--- config.mk ---
export PLATFORM = sky130hd
export DESIGN_NAME = btle_rx_pdu_reader_flat
export DESIGN_NICKNAME = d
export VERILOG_FILES = /design/src/rtl/btle_rx_pdu_reader_if.sv /design/src/rtl/btle_rx_pdu_reader.sv /design/src/flat_wrapper.sv
export SDC_FILE = /design/constraint.sdc
export NUM_CORES = 1
export LEC_CHECK = 0
export ABC_CLOCK_PERIOD_IN_PS = 3800
export CAP_MARGIN = 20
export CORE_ASPECT_RATIO = 1.1
export CORE_MARGIN = 2
export CORE_UTILIZATION = 51
export DETAILED_ROUTE_END_ITERATION = 7
export PLACE_DENSITY = 0.85
export SLEW_MARGIN = 30
export SYNTH_ARGS = -nofsm -noshare
export SYNTH_HDL_FRONTEND = slang
export SYNTH_SLANG_ARGS = --single-unit
export TNS_END_PERCENT = 10
--- constraint.sdc ---
create_clock -name clk -period 3.8 [get_ports clk]
set_clock_uncertainty 0.1 [all_clocks]
set_input_delay 0.38 -clock clk [delete_from_list [all_inputs] [get_ports clk]]
set_output_delay 0.38 -clock clk [all_outputs]
set_load 0.01 [all_outputs]
--- src/rtl/btle_rx_pdu_reader_if.sv ---
// Octet stream from the PDU reader toward the link-layer/host side.
// The master drives data/valid/last; the slave returns ready.
interface btle_rx_pdu_reader_if;
    logic [7:0] m_octet;
    logic       m_valid;
    logic       m_last;
    logic       m_ready;

    modport master (output m_octet, output m_valid, output m_last, input m_ready);
    modport slave  (input m_octet, input m_valid, input m_last, output m_ready);
endinterface

--- src/rtl/btle_rx_pdu_reader.sv ---
// PDU memory reader: on each rx_decode_end it walks the received PDU octet
// memory from address 0 and streams header + payload octets, latching the
// per-packet status (CRC, best phase, truncation, overrun) and counting
// packets that had to be discarded.
// Optional macro BTLE_RX_PDU_STATUS_BEAT_EN: append one status beat
// {crc_ok, truncated, overrun, 2'b00, best_phase} after the last octet.
module btle_rx_pdu_reader #(
    parameter int MEM_ADDR_BIT_WIDTH = 6,
    parameter bit DROP_BAD_CRC       = 1'b0
) (
    input  logic                          clk,
    input  logic                          rst,
    input  logic                          rx_decode_end,
    input  logic                          rx_decode_run,
    input  logic                          rx_crc_ok,
    input  logic [2:0]                    rx_best_phase,
    input  logic [6:0]                    rx_payload_length,
    output logic [MEM_ADDR_BIT_WIDTH-1:0] pdu_octet_mem_addr,
    input  logic [7:0]                    pdu_octet_mem_data,
    btle_rx_pdu_reader_if.master          m_if,
    output logic                          pkt_crc_ok,
    output logic [2:0]                    pkt_best_phase,
    output logic                          pkt_truncated,
    output logic                          pkt_overrun,
    output logic                          busy,
    output logic [7:0]                    drop_cnt
);
    localparam int MEM_DEPTH = 2 ** MEM_ADDR_BIT_WIDTH;
    typedef logic [MEM_ADDR_BIT_WIDTH-1:0] addr_t;

`ifdef BTLE_RX_PDU_STATUS_BEAT_EN
    typedef enum logic [2:0] {IDLE, FETCH, WAIT, SEND, STATUS} state_t;
`else
    typedef enum logic [1:0] {IDLE, FETCH, WAIT, SEND} state_t;
`endif

    state_t     state_q, state_d;
    addr_t      addr_q, addr_d;
    addr_t      last_addr_q, last_addr_d;
    logic [7:0] octet_q, octet_d;
    logic       last_q, last_d;
    logic       crc_ok_q, crc_ok_d;
    logic [2:0] phase_q, phase_d;
    logic       trunc_q, trunc_d;
    logic       overrun_q, overrun_d;
    logic [7:0] drop_cnt_q, drop_cnt_d;
    logic [7:0] total;
    logic       is_final;
    logic       drop_evt;
    logic       valid_w;

    // Next-state logic, length clamping and drop/overrun bookkeeping.
    always_comb begin
        // NOTE: every variable gets a default first, so no path can infer a latch.
        state_d     = state_q;
        addr_d      = addr_q;
        last_addr_d = last_addr_q;
        octet_d     = octet_q;
        last_d      = last_q;
        crc_ok_d    = crc_ok_q;
        phase_d     = phase_q;
        trunc_d     = trunc_q;
        overrun_d   = overrun_q;
        drop_cnt_d  = drop_cnt_q;
        total       = {1'b0, rx_payload_length} + 8'd2;
        is_final    = (addr_q == last_addr_q);
        drop_evt    = 1'b0;

        // A packet arriving while we are still reading is lost; a receiver
        // write while we read means the octets we stream may be corrupt.
        if (state_q != IDLE) begin
            if (rx_decode_run) overrun_d = 1'b1;
            if (rx_decode_end) drop_evt  = 1'b1;
        end

        unique case (state_q)
            IDLE: begin
                if (rx_decode_end) begin
                    crc_ok_d  = rx_crc_ok;
                    phase_d   = rx_best_phase;
                    overrun_d = 1'b0;
                    addr_d    = '0;
                    if (int'(total) > MEM_DEPTH) begin
                        trunc_d     = 1'b1;
                        last_addr_d = addr_t'(MEM_DEPTH - 1);
                    end else begin
                        trunc_d     = 1'b0;
                        last_addr_d = addr_t'(total - 8'd1);
                    end
                    if (DROP_BAD_CRC && !rx_crc_ok) drop_evt = 1'b1;
                    else                            state_d  = FETCH;
                end
            end
            FETCH: state_d = WAIT;
            WAIT: begin
                // Memory data is valid now, one cycle after the address.
                octet_d = pdu_octet_mem_data;
`ifdef BTLE_RX_PDU_STATUS_BEAT_EN
                last_d  = 1'b0;
`else
                last_d  = is_final;
`endif
                state_d = SEND;
            end
            SEND: begin
                if (m_if.m_ready) begin
                    if (!is_final) begin
                        addr_d  = addr_q + addr_t'(1);
                        state_d = FETCH;
                    end else begin
`ifdef BTLE_RX_PDU_STATUS_BEAT_EN
                        octet_d = {crc_ok_q, trunc_q, overrun_q, 2'b00, phase_q};
                        last_d  = 1'b1;
                        state_d = STATUS;
`else
                        state_d = IDLE;
`endif
                    end
                end
            end
`ifdef BTLE_RX_PDU_STATUS_BEAT_EN
            STATUS: if (m_if.m_ready) state_d = IDLE;
`endif
            default: state_d = IDLE;
        endcase

        if (drop_evt && drop_cnt_q != 8'hFF) drop_cnt_d = drop_cnt_q + 8'd1;
    end

    // State and datapath registers, synchronous active-low reset.
    always_ff @(posedge clk) begin
        if (!rst) begin
            state_q     <= IDLE;
            addr_q      <= '0;
            last_addr_q <= '0;
            octet_q     <= '0;
            last_q      <= 1'b0;
            crc_ok_q    <= 1'b0;
            phase_q     <= '0;
            trunc_q     <= 1'b0;
            overrun_q   <= 1'b0;
            drop_cnt_q  <= '0;
        end else begin
            // NOTE: non-blocking so every flop samples the pre-edge values.
            state_q     <= state_d;
            addr_q      <= addr_d;
            last_addr_q <= last_addr_d;
            octet_q     <= octet_d;
            last_q      <= last_d;
            crc_ok_q    <= crc_ok_d;
            phase_q     <= phase_d;
            trunc_q     <= trunc_d;
            overrun_q   <= overrun_d;
            drop_cnt_q  <= drop_cnt_d;
        end
    end

`ifdef BTLE_RX_PDU_STATUS_BEAT_EN
    assign valid_w = (state_q == SEND) || (state_q == STATUS);
`else
    assign valid_w = (state_q == SEND);
`endif

    assign pdu_octet_mem_addr = addr_q;
    assign m_if.m_octet       = octet_q;
    assign m_if.m_valid       = valid_w;
    assign m_if.m_last        = last_q & valid_w;
    assign pkt_crc_ok         = crc_ok_q;
    assign pkt_best_phase     = phase_q;
    assign pkt_truncated      = trunc_q;
    assign pkt_overrun        = overrun_q;
    assign busy               = (state_q != IDLE);
    assign drop_cnt           = drop_cnt_q;
endmodule
--- src/flat_wrapper.sv ---
// flat-port wrapper written by rule: the top's interface ports become plain ports
module btle_rx_pdu_reader_flat 
#(
    parameter int MEM_ADDR_BIT_WIDTH = 6,
    parameter bit DROP_BAD_CRC       = 1'b0
)
  (clk, rst, rx_decode_end, rx_decode_run, rx_crc_ok, rx_best_phase, rx_payload_length, pdu_octet_mem_addr, pdu_octet_mem_data, pkt_crc_ok, pkt_best_phase, pkt_truncated, pkt_overrun, busy, drop_cnt, m_if_m_octet, m_if_m_valid, m_if_m_last, m_if_m_ready);
  btle_rx_pdu_reader_if m_if_i ();
  input  logic clk;
  input  logic rst;
  input  logic rx_decode_end;
  input  logic rx_decode_run;
  input  logic rx_crc_ok;
  input  logic [2:0] rx_best_phase;
  input  logic [6:0] rx_payload_length;
  output logic [MEM_ADDR_BIT_WIDTH-1:0] pdu_octet_mem_addr;
  input  logic [7:0] pdu_octet_mem_data;
  output logic pkt_crc_ok;
  output logic [2:0] pkt_best_phase;
  output logic pkt_truncated;
  output logic pkt_overrun;
  output logic busy;
  output logic [7:0] drop_cnt;
  output wire logic [$bits(m_if_i.m_octet)-1:0] m_if_m_octet;
  output wire logic [$bits(m_if_i.m_valid)-1:0] m_if_m_valid;
  output wire logic [$bits(m_if_i.m_last)-1:0] m_if_m_last;
  input wire logic [$bits(m_if_i.m_ready)-1:0] m_if_m_ready;
  assign m_if_m_octet = m_if_i.m_octet;
  assign m_if_m_valid = m_if_i.m_valid;
  assign m_if_m_last = m_if_i.m_last;
  assign m_if_i.m_ready = m_if_m_ready;
  btle_rx_pdu_reader #(.MEM_ADDR_BIT_WIDTH(MEM_ADDR_BIT_WIDTH), .DROP_BAD_CRC(DROP_BAD_CRC)) u_core (.clk(clk), .rst(rst), .rx_decode_end(rx_decode_end), .rx_decode_run(rx_decode_run), .rx_crc_ok(rx_crc_ok), .rx_best_phase(rx_best_phase), .rx_payload_length(rx_payload_length), .pdu_octet_mem_addr(pdu_octet_mem_addr), .pdu_octet_mem_data(pdu_octet_mem_data), .m_if(m_if_i), .pkt_crc_ok(pkt_crc_ok), .pkt_best_phase(pkt_best_phase), .pkt_truncated(pkt_truncated), .pkt_overrun(pkt_overrun), .busy(busy), .drop_cnt(drop_cnt));
endmodule
==> impl_metrics.py, run 1 <==
metrics = {
    "outcome": {
        "outcome": "finished clean",
    },
    "worst_setup_path": {
        "r2r_cells": 7,
        "cp.required_ns": 3.32,
        "rrSetupSlack_ns": 1.72,
        "crit_buf_inv": 3,
        "critPathKind": "register to output port",
        "cp.depth": 4,
        "slowest_delay_ns": 0.54,
        "cp-end-kind": "output port",
        "crit_chain": "inv_1, ha_1, inv_2, clkdlybuf4s50_1",
        "slowest_stage": "clkdlybuf4s50_1",
        "cp_max_fo": 7,
        "cp_top_family": "buffers and inverters",
        "critical_path.startpoint_type": "register",
        "crit_arrival_ns": 1.74,
    },
    "timing": {
        "final_max_slew_viol_count": 0,
        "setup_tns_ns": 0,
        "relSlewSlack": 0.6382,
        "fin_crit_ns": 2.224,
        "rsz0062_at_grt": "no",
        "fmax_ghz": 0.4496,
        "finalHoldViolCount": 0,
        "worst_pin_slew_ns": 0.5426,
        "setup_viol": 0,
        "fin_crit_sh": 0.5853,
    },
    "power_and_ir_drop": {
        "peakVddDrop_v": 0.0003428,
        "pwr-share-seq": 0.385,
        "power.share.clock": 0.206,
        "power_switching_mw": 0.4441,
        "comb_power_share": 0.409,
        "power_density_nw_per_um2": 500.9,
        "p_int_mw": 0.8552,
        "p_leak_nw": 0.9646,
        "power_mw": 1.299,
        "netSwitchingFraction": 0.3418,
    },
    "grt": {
        "grt_util_all_layers": 0.2075,
        "grt_overflow": 0,
        "grt_max_degree": 37,
        "grt_pass1_vias": 1558,
        "grt_pass1_wl_um": 6913,
        "antenna_found_initial": 0,
    },
    "die": {
        "die_h_um": 68.28,
        "core_um2": 3626,
        "start_util": 0.5283,
        "die_area_um2": 4263,
        "die_x_um": 62.44,
        "ios": 55,
        "row_count": 23,
    },
    "clocking": {
        "cts_buffers": 5,
        "cts_tree": "built",
        "cts_setup_buffers": 0,
        "clk_latency_ns": 0.28,
        "htree_levels": 2,
        "cts_resized": 0,
        "cts_root_buf": "clkbuf_8",
        "cts_sinks": 37,
        "cts_hold_buffers": 0,
        "cts_buffer_depth": 2,
        "path_clk_slew_ns": 0.06,
    },
    "synth": {
        "synth_nets": 244,
        "ys_types": 41,
        "postSynthAreaPerCell_um2": 9.079,
        "synth_warnings": 0,
        "synth_edf_count": 0,
        "synth-main-ff-cell": "dfxtp_1",
        "netlist_instances": 211,
        "async_flop_share": 0,
        "syn_area_um2": 1916,
        "ys_seq_area_frac": 0.3867,
        "synth_seq_cells": 37,
    },
    "hold_path": {
        "holdPathStages": 2,
        "hold_class": "register to register",
    },
    "drt": {
        "ant_nets": 0,
        "avgViaCountPerCell": 5.311,
        "drc": 0,
        "routedWlPerCell_um": 13.31,
        "via_count": 1689,
        "dr.first_iter.drc_count": 103,
        "wirelength_um": 4232,
        "drt_pass1_iterations": 4,
    },
    "finish": {
        "drive_gt1_frac": 0.05597,
        "syn2layout_area_growth_pct": 35.40,
        "final_cells": 318,
        "antenna_cells": 0,
        "final_nets": 301,
    },
    "placed_design": {
        "numPortBuffers": 54,
        "placed_cells": 311,
        "gp_congestion": 0.7478,
        "dp_hpwl_um": 3095,
    },
    "job": {
        "drv_cap": 0,
    },
}
[cell families (layout without fill, tap and decap cells)]
logic type	after synthesis	in the layout	synth area share
buffers and inverters	12	69	0.02352
xor gates and xnor gates	16	16	0.07315
AOI/OAI and AO/OA	47	47	0.1620
and+or+nand+nor	76	76	0.2227
muxes	14	14	0.07315
adders and majority gates	9	9	0.05879
DFF	37	37	0.3867
[worst register-to-register path, cell delays in order (launching register included)]
cell and delay, ns:
dfxtp_1 0.38, inv_1 0.10, ha_1 0.30, nor2b_1 0.19
a211oi_4 0.23, o21ai_2 0.17, or3_1 0.38, a21oi_1 0.16
[sequential cells by signal, indices dropped and copies added, names as in the netlist]
| register | flops |
|---|---|
| u_core.pkt_best_phase | 3 |
| u_core.last_q | 1 |
| u_core.state_q | 2 |
| u_core.pkt_truncated | 1 |
| u_core.pkt_crc_ok | 1 |
| u_core.pdu_octet_mem_addr | 6 |
| u_core.drop_cnt | 8 |
| u_core.last_addr_q | 6 |
| u_core.m_if.m_octet | 8 |
| u_core.pkt_overrun | 1 |
[layout make-up]
| class | instances | area (µm²) |
|---|---|---|
| clock buffers | 7 | 86.33 |
| inverters | 7 | 26.28 |
| well taps | 50 | 62.56 |
| multi-input cells | 162 | 1130 |
| fillers | 298 | 1032 |
| flip-flops and latches | 37 | 740.7 |
| repair buffers | 55 | 548.0 |
[power by group through the flow]
| stage | logic (mW) | registers, mW | clock network [mW] |
|---|---|---|---|
| floorplan | 0.326 | 0.517 | 0 |
| global placement | 0.515 | 0.504 | 0 |
| detailed placement | 0.525 | 0.507 | 0 |
| CTS | 0.536 | 0.501 | 0.272 |
| global route | 0.588 | 0.511 | 0.293 |
| finish | 0.532 | 0.500 | 0.268 |
[final timing paths]
check,startpoint,to
max reg2reg,u_core.state_q[0],u_core.pdu_octet_mem_addr[4]
min reg2reg,u_core.pkt_crc_ok,u_core.pkt_crc_ok
min,u_core.pkt_crc_ok,u_core.pkt_crc_ok
max,u_core.state_q[0],busy
[routing by layer]
| layer | global-route usage | part of all wire | up-vias |
|---|---|---|---|
| met5 | 0 | 0 | - |
| met4 | 0.08889 | 0.015 | 0 |
| met3 | 0.05263 | 0.039 | 6 |
| met2 | 0.3871 | 0.51 | 49 |
| met1 | 0.2275 | 0.43 | 784 |
| li1 | - | - | 850 |
[Yosys cell counts, drive strengths merged, types with 2 or more instances]
library cell,instances,share of area
nand3,5,0.013
clkbuf,5,0.0098
a21boi,7,0.027
a21oi,11,0.029
dfxtp,37,0.39
nor2,6,0.012
o21a,2,0.0078
xnor2,11,0.050
a31oi,2,0.0065
nor2b,16,0.054
nand4,3,0.0098
and2,12,0.040
nand2b,4,0.013
xor2,5,0.023
inv,7,0.014
or3,3,0.0098
mux2i,14,0.073
nand2,17,0.033
and3,2,0.0065
o21ai,14,0.039
o22ai,3,0.0098
ha,9,0.059
nand3b,2,0.0078
[layout by cell type, fill, tap and decap left out, types with 6 or more instances in the layout]
master | Yosys | routed
clkdlybuf4s50_1 | 0 | 54
dfxtp_1 | 37 | 37
nand2_1 | 17 | 17
nor2b_1 | 15 | 15
mux2i_1 | 14 | 14
o21ai_0 | 13 | 13
xnor2_1 | 11 | 11
a21oi_1 | 11 | 11
and2_1 | 11 | 11
ha_1 | 9 | 9
a21boi_0 | 7 | 7
nor2_1 | 6 | 6
clkbuf_8 | 0 | 6
[metrics by stage]
step	util	cell area, µm²	setup slack, ns	hold slack (ns)
after detailed placement	0.6915	2507	1.345	0.3609
after CTS	0.7153	2594	1.570	0.3725
after global placement	0.6915	2507	1.417	0.3511
after floorplan	-	1916	2.003	0.3699
final	0.7153	2594	1.576	0.3656
after global routing	0.7153	2594	1.464	0.3943
Power figures use the tool's default switching activity.
==> run 2, diff against run 1 <==
Settings changed: ABC_CLOCK_PERIOD_IN_PS 3800 to 2300, CORE_UTILIZATION 51 to 47, PLACE_DENSITY 0.85 to 0.79.
Clock period 3.8 ns to 2.3 ns, I/O delays scaled along.
==> impl_metrics.py, run 2 (synthesis gave the netlist of run 1 again) <==
metrics = {
    "clocking": {
        "htree_levels": 2,
        "cts_root_buf": "clkbuf_8",
        "cts_buffers": 5,
        "cts_resized": 0,
        "path_clk_slew_ns": 0.07,
        "clk_latency_ns": 0.29,
        "cts_setup_buffers": 0,
        "cts_tree": "built",
        "cts_hold_buffers": 0,
        "cts_sinks": 37,
        "cts_buffer_depth": 2,
    },
    "die": {
        "die_x_um": 64.87,
        "row_count": 24,
        "die_h_um": 70.96,
        "core_um2": 3934,
        "die_area_um2": 4603,
        "ios": 55,
        "start_util": 0.4870,
    },
    "worst_setup_path": {
        "crit_arrival_ns": 1.73,
        "crit_chain": "inv_1, ha_1, inv_2, clkdlybuf4s50_1",
        "cp_max_fo": 7,
        "critical_path.startpoint_type": "register",
        "cp.required_ns": 1.97,
        "rr_startpoint": "u_core.state_q[0]",
        "crit_buf_inv": 3,
        "cp-startpoint": "u_core.state_q[0]",
        "cp-end-kind": "output port",
        "r2r_cells": 7,
        "cp_top_family": "buffers and inverters",
        "slowest_delay_ns": 0.55,
        "slowest_stage": "clkdlybuf4s50_1",
        "critPathKind": "register to output port",
        "rrSetupSlack_ns": 0.31,
        "worstReg2RegEnd": "u_core.pdu_octet_mem_addr[4]",
    },
    "hold_path": {
        "hold-path-endpoint": "u_core.pkt_crc_ok",
        "hold_class": "register to register",
        "holdPathStages": 2,
        "hold_start": "u_core.pkt_crc_ok",
    },
    "grt": {
        "grt_util_all_layers": 0.1824,
        "grt_pass1_wl_um": 6610,
        "grt_pass1_vias": 1532,
        "grt_overflow": 0,
        "grt_max_degree": 25,
        "antenna_found_initial": 0,
    },
    "timing": {
        "rsz0062_at_grt": "no",
        "fin_crit_ns": 2.055,
        "finalHoldViolCount": 0,
        "setup_viol": 0,
        "whs_ns": 0.3639,
        "worst_pin_slew_ns": 0.5300,
        "final_max_slew_viol_count": 0,
        "fmax_ghz": 0.4866,
        "fin_crit_sh": 0.8936,
        "relSlewSlack": 0.6466,
        "setup_tns_ns": 0,
    },
    "power_and_ir_drop": {
        "power_density_nw_per_um2": 828.9,
        "power.share.clock": 0.224,
        "p_int_mw": 1.445,
        "pwr-share-seq": 0.379,
        "peakVddDrop_v": 0.0004416,
        "p_leak_nw": 0.9793,
        "comb_power_share": 0.396,
        "netSwitchingFraction": 0.3342,
        "power_switching_mw": 0.7255,
    },
    "placed_design": {
        "numPortBuffers": 54,
        "post_dp_cell_area_um2": 2517,
        "gp_congestion": 0.8004,
        "dp_hpwl_um": 2940,
    },
    "drt": {
        "avgViaCountPerCell": 5.102,
        "drc": 0,
        "via_count": 1643,
        "drt_pass1_iterations": 4,
        "dr.first_iter.drc_count": 44,
        "ant_nets": 0,
        "routedWlPerCell_um": 11.86,
        "wirelength_um": 3820,
    },
    "outcome": {
        "outcome": "finished clean",
    },
    "finish": {
        "final_cell_mix": "clkdlybuf4s50_1, dfxtp_1, nand2_1",
        "regArea_um2": 740.7,
        "design_area_um2": 2619,
        "final_nets": 302,
        "n_fill_cell": 335,
        "antenna_cells": 0,
        "drive_gt1_frac": 0.06667,
        "syn2layout_area_growth_pct": 36.71,
        "final_common_cell": "clkdlybuf4s50_1",
        "multi_input_area_um2": 1130,
    },
    "job": {
        "drv_cap": 0,
    },
}
==> run 2: worst max-delay path by stage <==
stage	depth (start not counted)	slack, ns	to
after global routing	4	0.15	busy
final	4	0.24	busy
after global placement	7	0.07	u_core.last_addr_q[4]
after CTS	4	0.24	busy
after floorplan	6	0.50	u_core.pdu_octet_mem_addr[3]
after detailed placement	7	0.05	u_core.last_addr_q[4]
==> run 2: final cells by class <==
| type | instances | area share |
|---|---|---|
| clock buffers | 7 | 0.03679 |
| clock inverters | 1 | 0.001911 |
| inverters | 7 | 0.01003 |
| multi-input cells | 162 | 0.4314 |
| flip-flops and latches | 37 | 0.2828 |
| well taps | 52 | 0.02484 |
| repair buffers | 56 | 0.2121 |
==> run 2: worst register-to-register path, stage by stage, from the launching register on <==
cell and delay (ns):
dfxtp_1 0.37, inv_1 0.09, ha_1 0.29, nor2b_1 0.19
a211oi_4 0.22, o21ai_2 0.16, or3_1 0.37, a21oi_1 0.14
==> run 2: per-stage QoR <==
stage,power [mW],setup slack (ns),utilization,std cells
2_1_floorplan,1.393,0.5033,-,211
3_3_place_gp,1.687,0.06659,0.6399,314
3_5_place_dp,1.702,0.04632,0.6399,314
4_1_cts,2.193,0.2366,0.6657,322
5_1_grt,2.330,0.1532,0.6657,322
6_report,2.171,0.2448,0.6657,322
==> run 2: power by group through the flow <==
stage	logic, mW	registers (mW)	clock network (mW)
after floorplan	0.539	0.854	0
after global placement	0.854	0.834	0
after detailed placement	0.865	0.837	0
after CTS	0.868	0.824	0.500
after global routing	0.959	0.839	0.531
final	0.860	0.824	0.487
==> run 2: per-layer routing <==
layer  vias to the layer above  part of all wire  GRT usage
met5                         -                 0          0
met4                         0            0.0097    0.06383
met3                         4             0.051    0.04769
met2                        44              0.49     0.3116
met1                       740              0.45     0.2207
li1                        855                 -          -
